[config.mk]
export PLATFORM = sky130hd
export DESIGN_NAME = disp_scan_driver
export DESIGN_NICKNAME = d
export VERILOG_FILES = /design/src/rtl/disp_scan_driver.sv
export SDC_FILE = /design/constraint.sdc
export NUM_CORES = 1
export LEC_CHECK = 0
export CAP_MARGIN = 40
export CORE_MARGIN = 3
export CORE_UTILIZATION = 52
export DETAILED_ROUTE_END_ITERATION = 8
export GPL_TIMING_DRIVEN = 0
export PLACE_DENSITY = 0.76
export SYNTH_ARGS = -nofsm -noshare
export SYNTH_HDL_FRONTEND = slang
export SYNTH_SLANG_ARGS = --single-unit
[constraint.sdc]
create_clock -name clk -period 2 [get_ports clk]
set_clock_uncertainty 0.1 [all_clocks]
set_input_delay 0.6 -clock clk [delete_from_list [all_inputs] [get_ports clk]]
set_output_delay 0.6 -clock clk [all_outputs]
set_load 0.1 [all_outputs]
[src/rtl/disp_scan_driver.sv]
`default_nettype none
// ============================================================================
//  Module   : disp_scan_driver
//  Purpose  : Display back end for an 8-bit result. Converts the value to
//             BCD serially (shift-and-add-3), decodes each digit to a
//             7-segment pattern and time-multiplexes three digits onto a
//             4-digit common-cathode module, with dead time between slots.
//  Ports    : clk         - system clock (single domain)
//             reset       - synchronous, active-high reset
//             value       - 8-bit unsigned value to display
//             value_valid - single-cycle load strobe for value
//             busy        - conversion running or pending
//             bcd         - committed BCD value {hundreds, tens, ones}
//             seg         - registered segments {a..g}, active-high
//             digit_n     - registered digit enables, active-low
//                           (bit0 ones, bit1 tens, bit2 hundreds, bit3 off)
//  Options  : DISP_LZB_EN - when defined, enables leading-zero blanking
//  Revision : 1.0 - initial release
// ============================================================================
module disp_scan_driver #(
    parameter int PRESCALE     = 32768,  // clocks per digit slot, 2..2^20
    parameter int BLANK_CYCLES = 64      // dead-time clocks per slot, 0..PRESCALE-1
) (
    input  logic        clk,
    input  logic        reset,
    input  logic [7:0]  value,
    input  logic        value_valid,
    output logic        busy,
    output logic [11:0] bcd,
    output logic [6:0]  seg,
    output logic [3:0]  digit_n
);

    // ------------------------------------------------------------------------
    // Constants
    // ------------------------------------------------------------------------
    localparam int               c_CW         = $clog2(PRESCALE);
    localparam logic [c_CW-1:0]  c_PRESC_MAX  = c_CW'(PRESCALE - 1);
    localparam logic [c_CW-1:0]  c_BLANK_LOAD = c_CW'(BLANK_CYCLES);

    localparam logic [1:0] c_ST_IDLE   = 2'd0;
    localparam logic [1:0] c_ST_SHIFT  = 2'd1;
    localparam logic [1:0] c_ST_COMMIT = 2'd2;

    localparam logic [1:0] c_SLOT_ONES = 2'd0;
    localparam logic [1:0] c_SLOT_TENS = 2'd1;
    localparam logic [1:0] c_SLOT_HUND = 2'd2;

    localparam logic [3:0] c_LAST_STEP = 4'd7;

    // ------------------------------------------------------------------------
    // Helpers
    // ------------------------------------------------------------------------
    function automatic logic [3:0] f_add3(input logic [3:0] nib);
        f_add3 = (nib >= 4'd5) ? (nib + 4'd3) : nib;
    endfunction

    function automatic logic [6:0] f_decode(input logic [3:0] dig);
        logic [6:0] pat;
        case (dig)
            4'd0:    pat = 7'b1111110;
            4'd1:    pat = 7'b0110000;
            4'd2:    pat = 7'b1101101;
            4'd3:    pat = 7'b1111001;
            4'd4:    pat = 7'b0110011;
            4'd5:    pat = 7'b1011011;
            4'd6:    pat = 7'b1011111;
            4'd7:    pat = 7'b1110000;
            4'd8:    pat = 7'b1111111;
            4'd9:    pat = 7'b1111011;
            default: pat = 7'b0000000;
        endcase
        f_decode = pat;
    endfunction

    // ------------------------------------------------------------------------
    // Converter signals
    // ------------------------------------------------------------------------
    logic [1:0]  r_state;
    logic [1:0]  w_state_nxt;
    logic [19:0] r_shift;      // {hundreds, tens, ones, binary}
    logic [3:0]  r_step;
    logic [11:0] r_bcd;
    logic        r_pend;
    logic [7:0]  r_pend_val;

    logic        w_load;
    logic        w_shift_en;
    logic        w_commit;
    logic [7:0]  w_load_val;
    logic [18:0] w_adj;

    // ------------------------------------------------------------------------
    // Converter FSM: state register
    // ------------------------------------------------------------------------
    always_ff @(posedge clk) begin
        if (reset) begin
            r_state <= c_ST_IDLE;
        end else begin
            r_state <= w_state_nxt;
        end
    end

    // ------------------------------------------------------------------------
    // Converter FSM: next state
    // ------------------------------------------------------------------------
    always_comb begin
        w_state_nxt = r_state;
        case (r_state)
            c_ST_IDLE: begin
                if (value_valid) begin
                    w_state_nxt = c_ST_SHIFT;
                end
            end
            c_ST_SHIFT: begin
                if (r_step == c_LAST_STEP) begin
                    w_state_nxt = c_ST_COMMIT;
                end
            end
            c_ST_COMMIT: begin
                // A strobe landing on the commit edge chains straight into
                // the next conversion, exactly like a pending value.
                if (value_valid || r_pend) begin
                    w_state_nxt = c_ST_SHIFT;
                end else begin
                    w_state_nxt = c_ST_IDLE;
                end
            end
            default: begin
                w_state_nxt = c_ST_IDLE;
            end
        endcase
    end

    // ------------------------------------------------------------------------
    // Converter FSM: outputs / datapath controls
    // ------------------------------------------------------------------------
    always_comb begin
        w_load     = 1'b0;
        w_shift_en = 1'b0;
        w_commit   = 1'b0;
        w_load_val = value;
        case (r_state)
            c_ST_IDLE: begin
                w_load = value_valid;
            end
            c_ST_SHIFT: begin
                w_shift_en = 1'b1;
            end
            c_ST_COMMIT: begin
                w_commit = 1'b1;
                w_load   = value_valid || r_pend;
                // The newest strobe wins over an older pending value.
                if (!value_valid) begin
                    w_load_val = r_pend_val;
                end
            end
            default: begin
                w_load = 1'b0;
            end
        endcase
    end

    // Add-3 correction ahead of each shift. The hundreds nibble is at most 1
    // before any shift of an 8-bit input, so it can never need correcting and
    // its top bit is never shifted out.
    always_comb begin
        w_adj = {r_shift[18:16], f_add3(r_shift[15:12]), f_add3(r_shift[11:8]),
                 r_shift[7:0]};
    end

    // ------------------------------------------------------------------------
    // Converter datapath, committed value and pending slot
    // ------------------------------------------------------------------------
    always_ff @(posedge clk) begin
        if (reset) begin
            r_shift    <= 20'h00000;
            r_step     <= 4'd0;
            r_bcd      <= 12'h000;
            r_pend     <= 1'b0;
            r_pend_val <= 8'h00;
        end else begin
            if (w_load) begin
                r_shift <= {12'h000, w_load_val};
                r_step  <= 4'd0;
            end else if (w_shift_en) begin
                r_shift <= {w_adj, 1'b0};
                r_step  <= r_step + 4'd1;
            end

            if (w_commit) begin
                r_bcd <= r_shift[19:8];
            end

            // Commit always consumes the pending slot: either it is reloaded
            // from it, or a coincident strobe supersedes it.
            if (w_commit) begin
                r_pend <= 1'b0;
            end else if (value_valid && (r_state != c_ST_IDLE)) begin
                r_pend     <= 1'b1;
                r_pend_val <= value;
            end
        end
    end

    assign busy = (r_state != c_ST_IDLE) || r_pend;
    assign bcd  = r_bcd;

    // ------------------------------------------------------------------------
    // Scanner: prescaler, slot pointer, dead-time counter
    // ------------------------------------------------------------------------
    logic [c_CW-1:0] r_presc;
    logic [c_CW-1:0] r_blank;
    logic [1:0]      r_slot;

    always_ff @(posedge clk) begin
        if (reset) begin
            r_presc <= '0;
            r_slot  <= c_SLOT_ONES;
            r_blank <= c_BLANK_LOAD;
        end else if (r_presc == c_PRESC_MAX) begin
            r_presc <= '0;
            r_slot  <= (r_slot == c_SLOT_HUND) ? c_SLOT_ONES : (r_slot + 2'd1);
            r_blank <= c_BLANK_LOAD;
        end else begin
            r_presc <= r_presc + 1'b1;
            if (r_blank != '0) begin
                r_blank <= r_blank - 1'b1;
            end
        end
    end

    // ------------------------------------------------------------------------
    // Scanner: digit select, blanking and output registers
    // ------------------------------------------------------------------------
    logic [3:0] w_digit;
    logic [2:0] w_sel;
    logic       w_lz_blank;
    logic       w_lit;
    logic [6:0] w_seg_nxt;
    logic [3:0] w_dign_nxt;

    always_comb begin
        w_digit = r_bcd[3:0];
        w_sel   = 3'b001;
        case (r_slot)
            c_SLOT_TENS: begin
                w_digit = r_bcd[7:4];
                w_sel   = 3'b010;
            end
            c_SLOT_HUND: begin
                w_digit = r_bcd[11:8];
                w_sel   = 3'b100;
            end
            default: begin
                w_digit = r_bcd[3:0];
                w_sel   = 3'b001;
            end
        endcase
    end

`ifdef DISP_LZB_EN
    // A blanked slot keeps its time slot, it is simply not lit.
    always_comb begin
        w_lz_blank = 1'b0;
        if ((r_slot == c_SLOT_HUND) && (r_bcd[11:8] == 4'd0)) begin
            w_lz_blank = 1'b1;
        end
        if ((r_slot == c_SLOT_TENS) && (r_bcd[11:4] == 8'h00)) begin
            w_lz_blank = 1'b1;
        end
    end
`else
    assign w_lz_blank = 1'b0;
`endif

    always_comb begin
        w_lit      = (r_blank == '0) && !w_lz_blank;
        w_seg_nxt  = 7'b0000000;
        w_dign_nxt = 4'b1111;
        if (w_lit) begin
            w_seg_nxt  = f_decode(w_digit);
            w_dign_nxt = {1'b1, ~w_sel};
        end
    end

    always_ff @(posedge clk) begin
        if (reset) begin
            seg     <= 7'b0000000;
            digit_n <= 4'b1111;
        end else begin
            seg     <= w_seg_nxt;
            digit_n <= w_dign_nxt;
        end
    end

endmodule
`default_nettype wire

---- Word level (Yosys, flattened, before mapping) ----
Memory sizes are Yosys's and may differ from the RTL's. A register that Yosys moved wholly into a read port is not among the register bits.
Index checks and enable logic that the tools add are counted.
W data, S select, Z words.
word-level totals
  bits in registers ....................... 83
  input bits .............................. 11
  output and inout bits ................... 24
  memories kept ........................... 1
  memory bits (read-only) ................. 112
  word-level logic and storage cells ...... 62
operators by class
  add/sub/neg operators ................... 6
  bitwise operators ....................... 3
  $lt $le $gt $ge ......................... 2
  multiplexer cells ....................... 16
  reduce and logical (&&, ||, !) cells .... 14
  equality and inequality tests ........... 8
memories
  memory           words  width  read ports  clocked after memory_dff  wr ports  RTL line  source
  (no name shown)  16     7      1           1                         0         60        case (dig)
operator list
  operator                 number
  $mux W8                  4
  $add A15 B1 Y15 const B  1
  $eq A15 B15 Y1 const B   1
  $logic_not A15 Y1        1
  $reduce_bool A15 Y1      1
  $sub A15 B1 Y15 const B  1
  $add A4 B2 Y4 const B    2
  $ge A4 B3 Y1 const B     2
  $mux W4                  2
  $pmux W4 S2              1
  $reduce_or A2 Y1         4
  $mux W2                  3
  $pmux W2 S3              1
  $pmux W3 S2              1
  $add A4 B1 Y4 const B    1
  $eq A2 B1 Y1 const B     2
  $eq A2 B2 Y1 const B     2
  $eq A4 B3 Y1 const B     1
  $ne A2 B2 Y1 const B     2
  $reduce_and A2 Y1        2
  $reduce_bool A2 Y1       2
  $mux W1                  3
  $not A3 Y3               1
  $add A2 B1 Y2 const B    1
  other kinds (5)          7

---- Longest topological paths before layout ----
  depth in word-level cells ............... 4
  mapped depth ............................ 10
  gate-level depth less buffers ........... 9

---- Worst setup path before layout ----
No wires, ideal clock.
  path kind ............................... reg-to-reg
  from .................................... register r_bcd[8], in the netlist bcd[8]
  to ...................................... register seg[1]
  slack ................................... -0.339 ns
  data arrival time ....................... 2.120 ns
  cell stages (with the launch flop) ...... 8
  period minus slack after synthesis ...... 2.339 ns
  library setup time ...................... 0.119 ns
  buffers on the path ..................... 0
  path through ............................ dfxtp_1 -> a22oi_1 -> a21oi_1 -> inv_1 -> ha_1 -> and2_1 -> o21ai_0 -> a21oi_1
between the ends
  longest elaborated chain between the ends .. 1
RTL lines
  what                    RTL line  source
  from (decl)             83        logic [11:0] r_bcd;
  from (signal assigned)  192       r_bcd <= r_shift[19:8];
  $pmux W4 S2             246       case (r_slot)
  to (decl)               30        output logic [6:0] seg,
No other way between the ends.
A chain may end at the register's enable or synchronous reset.

---- Worst setup path in the final report ----
  from .................................... register r_state[0]
  to ...................................... output busy
between the ends
  longest elaborated chain between the ends .. 2
RTL lines
  what                    RTL line  source
  from (decl)             79        logic [1:0] r_state;
  from (signal assigned)  98        r_state <= c_ST_IDLE;
  from (signal assigned)  100       r_state <= w_state_nxt;
  $reduce_bool A2 Y1      206       assign busy = (r_state != c_ST_IDLE) || r_pend;
  $logic_or A1 B1 Y1      206
  to (decl)               28        output logic busy,
No other way between the ends.

==> metrics.txt <==
Area Growth Syn to Fin 31.45%; final setup vio count 2; placed cell count 633; Comb power frac 0.243; RSZ-0062 raised after global routing yes; CTS Root Cell clkbuf_8; max-cap viol count 0; endpoint of the worst hold path bcd[11]; switching part of the total power 0.3186; # clock sinks 89; CTS H-tree depth 3; Clock transition at path regs 0.08 ns; r2r endpoint digit_n[0]; crit start category register; # port buffers 33; pre-CTS setup slack -0.6880 ns; vias per inst 5.434; 1st-iter DRT viols between 100 and 150; final cell count without fillers between 600 and 700; maximum vdd drop 400.2 uV; crit-path max FO 10; 1st-pass router iterations 4; post-synthesis net count just over 500; Unique masters post-synth 42; I/O pin total 35; placed cell area 0.004790 sq mm; period utilization 1.043; final worst slack -0.08574 ns; Leakage 1.931 nW; Critical Path Sink Type output pin; nets@finish ~570; row cnt 31; required time of the critical path around 1.3 ns; final setup TNS -0.09038 ns; synth warn 0; reg-to-reg slack, setup 0 ns; Hold Slack 0.3569 ns; Cell Area, Synth slightly below 0.004 sq mm; first-pass GRT wire length roughly 15000 um; Hold Vio Cnt, Final 0; Antenna Cells 0; P_int 2.958 mW; DRC 0; Switch Pwr 1.383 mW; WP data arrival 1.39 ns; clk_lat worst skew 0.36 ns; die area 0.008727 sq mm; final WL 9436 um; Wirelength per Cell 14.74 um; Die Ht 93.42 um; top cell type's share of synthesized area 0.4484; total congestion overflow 0; CTS Buf Count 9; Post-DP HPWL 6379 um; initial antenna violation count 0; CTS tree done; min-delay src r_shift[19]; largest net degree at the start of global routing 15; fmax 479.4 MHz; R2R cell count 4; commonest non-fill, non-tap cell in the layout nand2_1; Mapped Cells 478; Hold Crit Depth 2; Sequential Power Share 0.469; clock power share 0.288; core area 0.007331 sq mm; Initial Util 0.5421; mean post-synth cell area 8.313 sq um; #FFs+latches synth 89; Setup CP Type register to output pin; Final Total Pwr roughly 4.3 mW; fraction of layout cells with a size suffix above 1 0.2348; status complete, but fails checks; fin crit period 2.086 ns; post-synth top area cell dfxtp_1; Final Wtd Congestion 0.8554; Layout Utilization 0.7126; RR Startpoint r_blank[4]; final instance area 0.005224 sq mm; Longest Clk Path Bufs 2; Hold/Removal Path Class register to register; Die X 93.42 um; failing checks negative setup slack; post-synthesis sequential area ratio 0.4484; Power per Cell Area 831.1 mW/mm^2; Worst-Margin Slew 0.6284 ns; Vias 3478; Tot GR Track Use 0.2177; antenna-violating nets left 0; commonest cells after routing, fill and taps aside nand2_1 (71), dfxtp_1 (69), a21oi_1 (52); vias in the first global route 3218; final slew viol count 0; Slew headroom 0.5783; Area contributors post-synth dfxtp_1 (45%), a21oi_1 (7.2%), nand2_1 (6.7%)
==> cells by family after synthesis <==
group	synth area share
AND/OR/NAND/NOR	0.2258
AO/OA/AOI/OAI	0.1344
flip-flops	0.4484
buffers and inverters	0.03747
XOR/XNOR	0.06612
adder cells (fa/ha/maj)	0.05668
multiplexers	0.03023
other	0.0009437
==> how the worst max path moves through the flow <==
stage	start	end	slack, ns	depth (start not counted)
final	r_state[0]	busy	-0.09	3
after CTS	r_state[0]	busy	-0.1	3
after floorplan	r_blank[8]	digit_n[0]	-0.05	6
after global routing	r_state[0]	busy	-0.11	3
after detailed placement	value_valid	r_shift[1]	-0.69	6
after global placement	r_state[0]	busy	-0.75	3
==> per-layer routing <==
layer | wire [um] | vias to the layer above | share of wire | global-route usage
met1 | 4192 | 1630 | 0.44 | 0.2833
li1 | - | 1728 | - | -
met4 | 328 | 0 | 0.035 | 0.1111
met2 | 4466 | 91 | 0.47 | 0.3460
met3 | 449 | 29 | 0.048 | 0.03781
met5 | 0 | - | 0 | 0
==> layout make-up <==
type,count,area (sq um)
repair buffers,50,711.9
clock inverters,4,52.55
clock buffers,12,145.1
inverters,14,52.55
well taps,99,123.9
plain buffers,20,122.6
fillers,527,2107
multi-input cells,352,2203
flip-flops and latches,89,1812
==> sequential cells by signal, indices dropped and copies added, names as in the netlist <==
register / cells
r_step: 4
digit_n: 3
r_shift: 20
r_slot: 2
r_blank: 15
r_presc: 15
seg: 7
r_pend_val: 8
r_pend: 1
r_state: 2
bcd: 12
==> power groups by stage <==
stage          logic (mW)  registers (mW)  clock network, mW
4_1_cts             0.982            2.03               1.25
3_3_place_gp        0.858            2.05                  0
5_1_grt              1.14            2.06               1.33
2_1_floorplan       0.585            2.15                  0
6_report             1.06            2.04               1.25
3_5_place_dp        0.930            2.06                  0
==> worst max-delay path, stage by stage, from the launching register on <==
cell and delay, ns:
dfxtp_4 0.36, buf_8 0.14, or3_4 0.34, buf_12 0.18
==> Yosys cell counts, drive strengths merged <==
cell	number
ha	18
and2	4
inv	14
xnor2	16
a211oi	3
nand2	71
nand3b	2
nand3	20
a311oi	1
or4	2
mux2	8
nor4	5
a21o	2
nand4	4
and4	1
clkbuf	14
or2	4
dfxtp	89
a211o	1
nor2b	5
xor2	14
a21oi	57
nand2b	6
and3	3
o211ai	2
a22o	1
nor2	55
buf	9
conb	1
nor3	9
mux2i	3
a22oi	10
o31ai	2
or3	6
o21ai	16
==> repair_timing <==
item                                    4_1_cts  5_1_grt
cloned                                        0        1
endpoints found under the setup margin       80       56
setup buffers                                 5        6
pin swaps                                     6       17
gates resized for setup                      62       43
hold buffers                                  0        0
(Power assumes the default switching activity.)
